## config.mk

```make
export PLATFORM = sky130hd
export DESIGN_NAME = mem_miss_initiator
export DESIGN_NICKNAME = d
export VERILOG_FILES = /design/src/rtl/params_pkg.sv /design/src/rtl/mem_miss_initiator.sv
export SDC_FILE = /design/constraint.sdc
export NUM_CORES = 1
export LEC_CHECK = 0
export BUFFER_PORTS_ARGS = -buffer_cell sky130_fd_sc_hd__clkbuf_2
export CAP_MARGIN = 20
export CORE_AREA = 5 5 250 252
export CTS_BUF_LIST = sky130_fd_sc_hd__clkbuf_4 sky130_fd_sc_hd__clkbuf_8 sky130_fd_sc_hd__clkbuf_16
export DETAILED_ROUTE_END_ITERATION = 7
export DIE_AREA = 0 0 255 257
export GPL_TIMING_DRIVEN = 0
export PLACE_DENSITY = 0.53
export SLEW_MARGIN = 40
export SYNTH_ARGS = -nofsm -noshare
export SYNTH_HDL_FRONTEND = slang
export SYNTH_SLANG_ARGS = --single-unit
```

## constraint.sdc

```tcl
create_clock -name clk -period 1.7 [get_ports clk]
set_input_delay 0.085 -clock clk [delete_from_list [all_inputs] [get_ports clk]]
set_output_delay 0.085 -clock clk [all_outputs]
set_load 0.02 [all_outputs]
```

## src/rtl/params_pkg.sv

```systemverilog
// params_pkg: shared types and constants for the miss initiator
package params_pkg;
  localparam int DEF_LINE_BYTES = 16;
  localparam int LINE_OFFSET_BITS = $clog2(DEF_LINE_BYTES);
  typedef logic [DEF_LINE_BYTES*8-1:0] line_t;
  typedef enum logic [2:0] {IDLE, WB, RD, WAIT, RESP} miss_state_e;
endpackage

```

## src/rtl/mem_miss_initiator.sv

```systemverilog
// mem_miss_initiator: one-at-a-time cache miss engine issuing optional writeback, then refill read
module mem_miss_initiator
  import params_pkg::*;
#(
  parameter int ADDR_WIDTH = 32,
  parameter int LINE_BYTES = 16,
  parameter int TIMEOUT_CYCLES = 64
) (
  input  logic                    clk,
  input  logic                    rstn,
  input  logic                    miss_valid,
  output logic                    miss_ready,
  input  logic [ADDR_WIDTH-1:0]   miss_addr,
  input  logic                    evict_dirty,
  input  logic [ADDR_WIDTH-1:0]   evict_addr,
  input  logic [LINE_BYTES*8-1:0] evict_data,
  output logic                    fill_valid,
  input  logic                    fill_ready,
  output logic [ADDR_WIDTH-1:0]   fill_addr,
  output logic [LINE_BYTES*8-1:0] fill_data,
  output logic                    fill_err,
  output logic                    mem_req,
  output logic                    mem_we,
  output logic [ADDR_WIDTH-1:0]   mem_addr,
  output logic [LINE_BYTES*8-1:0] mem_wdata,
  input  logic                    mem_gnt,
  input  logic                    mem_rvalid,
  input  logic [LINE_BYTES*8-1:0] mem_rdata,
  output logic                    stray_o,
  output logic                    busy_o
);
  localparam int LW = LINE_BYTES*8;
  localparam int CW = $clog2(TIMEOUT_CYCLES+1);
  localparam logic [ADDR_WIDTH-1:0] ALIGN_MASK = ~ADDR_WIDTH'(LINE_BYTES-1);
  miss_state_e state, state_n;
  logic [ADDR_WIDTH-1:0] miss_q, evict_q;
  logic [LW-1:0] evict_data_q;
  logic [CW-1:0] cnt;
  logic timeout;
  always_comb begin
    state_n = state;
    timeout = cnt == CW'(TIMEOUT_CYCLES);
    case (state)
      IDLE: state_n = miss_valid ? (evict_dirty ? WB : RD) : IDLE;
      WB: state_n = mem_gnt ? RD : WB;
      RD: state_n = mem_gnt ? WAIT : RD;
      WAIT: state_n = (mem_rvalid || timeout) ? RESP : WAIT;
      RESP: state_n = fill_ready ? IDLE : RESP;
      default: state_n = IDLE;
    endcase
    miss_ready = state == IDLE;
    busy_o = state != IDLE;
    fill_valid = state == RESP;
    fill_addr = miss_q;
    mem_req = state == WB || state == RD;
    mem_we = state == WB;
    mem_addr = state == WB ? evict_q : state == RD ? miss_q : '0;
    mem_wdata = state == WB ? evict_data_q : '0;
  end
  always_ff @(posedge clk or negedge rstn) begin
    if (!rstn) begin
      state <= IDLE;
      miss_q <= '0;
      evict_q <= '0;
      evict_data_q <= '0;
      cnt <= '0;
      fill_data <= '0;
      fill_err <= 1'b0;
      stray_o <= 1'b0;
    end else begin
      state <= state_n;
      if (state == IDLE && miss_valid) begin
        miss_q <= miss_addr & ALIGN_MASK;
        evict_q <= evict_addr & ALIGN_MASK;
        evict_data_q <= evict_data;
      end
      if (state == RD && mem_gnt) cnt <= '0;
      else if (state == WAIT && !timeout) cnt <= cnt + CW'(1);
      // a response arriving in the timeout cycle still counts as success
      if (state == WAIT && mem_rvalid) begin
        fill_data <= mem_rdata;
        fill_err <= 1'b0;
      end else if (state == WAIT && timeout) begin
        fill_data <= '0;
        fill_err <= 1'b1;
      end
      if (mem_rvalid && state != WAIT) stray_o <= 1'b1;
    end
  end
endmodule

```

==> results.json <==
{
  "hp-class": "input pin to flip-flop",
  "ys_seq_area_frac": 0.590,
  "fin_ws_ns": -0.567,
  "crit_buf_inv": 5,
  "clkTransAtPathRegs_ns": 0.06,
  "max_freq_ghz": 0.441,
  "synth-edff-count": 0,
  "yosysWarnings": 0,
  "hold_viol_final": 0,
  "grt_max_degree": 66,
  "crit_path_top_delay_cell": "dfrtp_1",
  "violations": "setup timing",
  "antenna_found_initial": 3,
  "place_ws_ns": -1.10,
  "crit_family": "buffers and inverters",
  "maxCapViolations": 0,
  "crit_path_max_incr_delay_ns": 0.42,
  "layout_common_cells": "clkbuf_2, dfrtp_1, dlygate4sd3_1, mux2_4, a22o_1",
  "num_rows": 90,
  "end_kind": "flip-flop",
  "slew_viol_final": 0,
  "synth_cell_type_count": 42,
  "grt_pass1_vias": 13200,
  "finalSetupTns_ns": -190.75,
  "syn_area_um2": 13700,
  "rsz0062_at_grt": "true",
  "cp_max_fo": 10,
  "root_buffer": "clkbuf_16",
  "wl_per_cell_um": 20.6,
  "clock_skew_ns": 0.0138,
  "grt_pass1_wl_mm": 81.0,
  "synthFlopType": "dfrtp_1",
  "power_density_nw_per_um2": 1950,
  "syn_inst": 935,
  "cp.required_ns": 2.12,
  "synthArstFlopShare": 1.00,
  "gp_congestion": 0.884,
  "areaGrowthSynthToFinish_pct": 80.9,
  "fin_nets": 2304,
  "slew_headroom": 0.566,
  "dp.cells": 2365,
  "cp.arrival_ns": 2.68,
  "insertion_delay_ns": 0.54,
  "cts_tree": "done",
  "ant_nets": 0,
  "dr.first_iter.drc_count": 538,
  "drc_errors": 0,
  "initial_core_util": 0.229,
  "cts_buffer_depth": 3,
  "layout.cells.non_filler": 2783,
  "synth_area_per_cell_um2": 14.7,
  "path_cells": "buf_6 > buf_4 > or3_4 > inv_4 > and2_4 > clkbuf_16 > buf_12 > mux2_4",
  "drtPass1Iterations": 4,
  "setup_violations": 475,
  "ios": 654,
  "drive_gt1_frac": 0.536,
  "finalCritPeriodShare": 1.33,
  "clock_sinks": 324,
  "fin_crit_ns": 2.27,
  "cp-start-kind": "flip-flop",
  "finalWirelength_mm": 57.4,
  "status": "finished, violations left",
  "die_h_um": 257,
  "grt_usage": 0.158,
  "numCtsBuffers": 39,
  "die-area_um2": 65500,
  "power_leakage_nw": 12.2,
  "max-vdd-ir-drop_mv": 1.03,
  "worst-setup-path-type": "flip-flop to flip-flop",
  "vias_per_cell": 4.34,
  "htree_levels": 2,
  "port_buffers": 636,
  "vias": 12100,
  "synth-seq-cells": 324,
  "fin_util": 0.415,
  "fp.coreArea_um2": 59900,
  "grt-ovfl-total": 0,
  "layout_commonest_cell": "clkbuf_2",
  "die_w_um": 255,
  "tightest_slew_ns": 0.651,
  "hpwl_mm": 38.4
}
-- worst min-delay path, stage by stage --
cell and delay (ns):
clkbuf_2 0.11, nand2b_1 0.07, a21oi_1 0.06, a31oi_1 0.13, o22ai_1 0.09
-- path summary, 6_finish.rpt --
kind                                                end                 from  cells after the start  slack [ns]
max                           fill_addr[18]$_DFFE_PN0P_   state[2]$_DFF_PN0_                      8       -0.57
min                                  state[1]$_DFF_PN0_           miss_valid                      5        0.06
max reg2reg                   fill_addr[18]$_DFFE_PN0P_   state[2]$_DFF_PN0_                      8       -0.57
min reg2reg                         stray_o$_DFFE_PN0P_  stray_o$_DFFE_PN0P_                      1        0.46
max in group asynchronous     fill_data[15]$_DFFE_PN0P_                 rstn                      4        0.85
min in group asynchronous  evict_data_q[62]$_DFFE_PN0P_                 rstn                      3        0.10
-- cell usage after synthesis (all sizes together), types with 3 or more instances --
master | count | area share
and2 | 130 | 0.059
a21oi | 7 | 0.0025
mux2 | 184 | 0.18
a22o | 156 | 0.099
nand3 | 3 | 0.0011
nand2 | 8 | 0.0022
dfrtp | 324 | 0.59
nand4 | 3 | 0.0014
o21ai | 4 | 0.0015
clkbuf | 25 | 0.0068
buf | 57 | 0.041
inv | 5 | 0.0014
-- per-layer routing --
layer	track usage	vias to the layer above	routed length (µm)
li1	-	5427	-
met1	0.196	6093	23600
met2	0.273	417	28800
met3	0.0276	134	2820
met4	0.0599	0	2200
met5	0	-	0
-- logic make-up after synthesis --
family / count (synthesis) / synth area share
other cells: 1 / 0.000273
simple gates: 158 / 0.0707
fa+ha+maj: 2 / 0.00182
flops: 324 / 0.590
buf+inv: 87 / 0.0490
mux: 186 / 0.179
compound gates: 173 / 0.106
xor+xnor: 4 / 0.00255
-- what timing repair did --
action	4_1_cts	5_1_grt
hold buffers	319	0
setup buffers	10	4
resized for setup	365	151
endpoints found under the hold margin	466	0
gates cloned	5	15
setup endpoints to repair	481	475
pin swaps	26	14
-- metrics by stage --
stage	total power, mW	cell area [µm²]	hold slack, ns
2_1_floorplan	26.5	13900	-0.211
3_3_place_gp	33.4	18000	0.293
3_5_place_dp	33.7	18200	0.000834
4_1_cts	46.7	24200	0.0152
5_1_grt	50.5	24900	0.0621
6_report	48.4	24900	0.0576
-- registers in the layout (all words and copies together), names as in the netlist --
signal        count
state             3
fill_addr        28
cnt               7
fill_err          1
evict_data_q    128
fill_data       128
stray_o           1
evict_q          28
-- final cells by class --
| cell class | count | area, µm² |
|---|---|---|
| clock inverters | 5 | 78.8 |
| clock buffers | 59 | 1230 |
| well taps | 782 | 978 |
| plain buffers | 80 | 1000 |
| multi-input cells | 531 | 5430 |
| flip-flops and latches | 324 | 8110 |
| fillers | 5448 | 35000 |
| inverters | 5 | 21.3 |
| repair buffers | 994 | 8020 |
| diodes | 3 | 7.51 |
-- power breakdown --
group | internal [mW] | leakage (nW) | switching (mW)
Clock | 5.26 | 0.657 | 3.37
Sequential | 11.5 | 3.94 | 2.51
Combinational | 13.6 | 7.58 | 12.2
Total | 30.3 | 12.2 | 18.1
No activity file was read; power rests on OpenSTA's default activity.
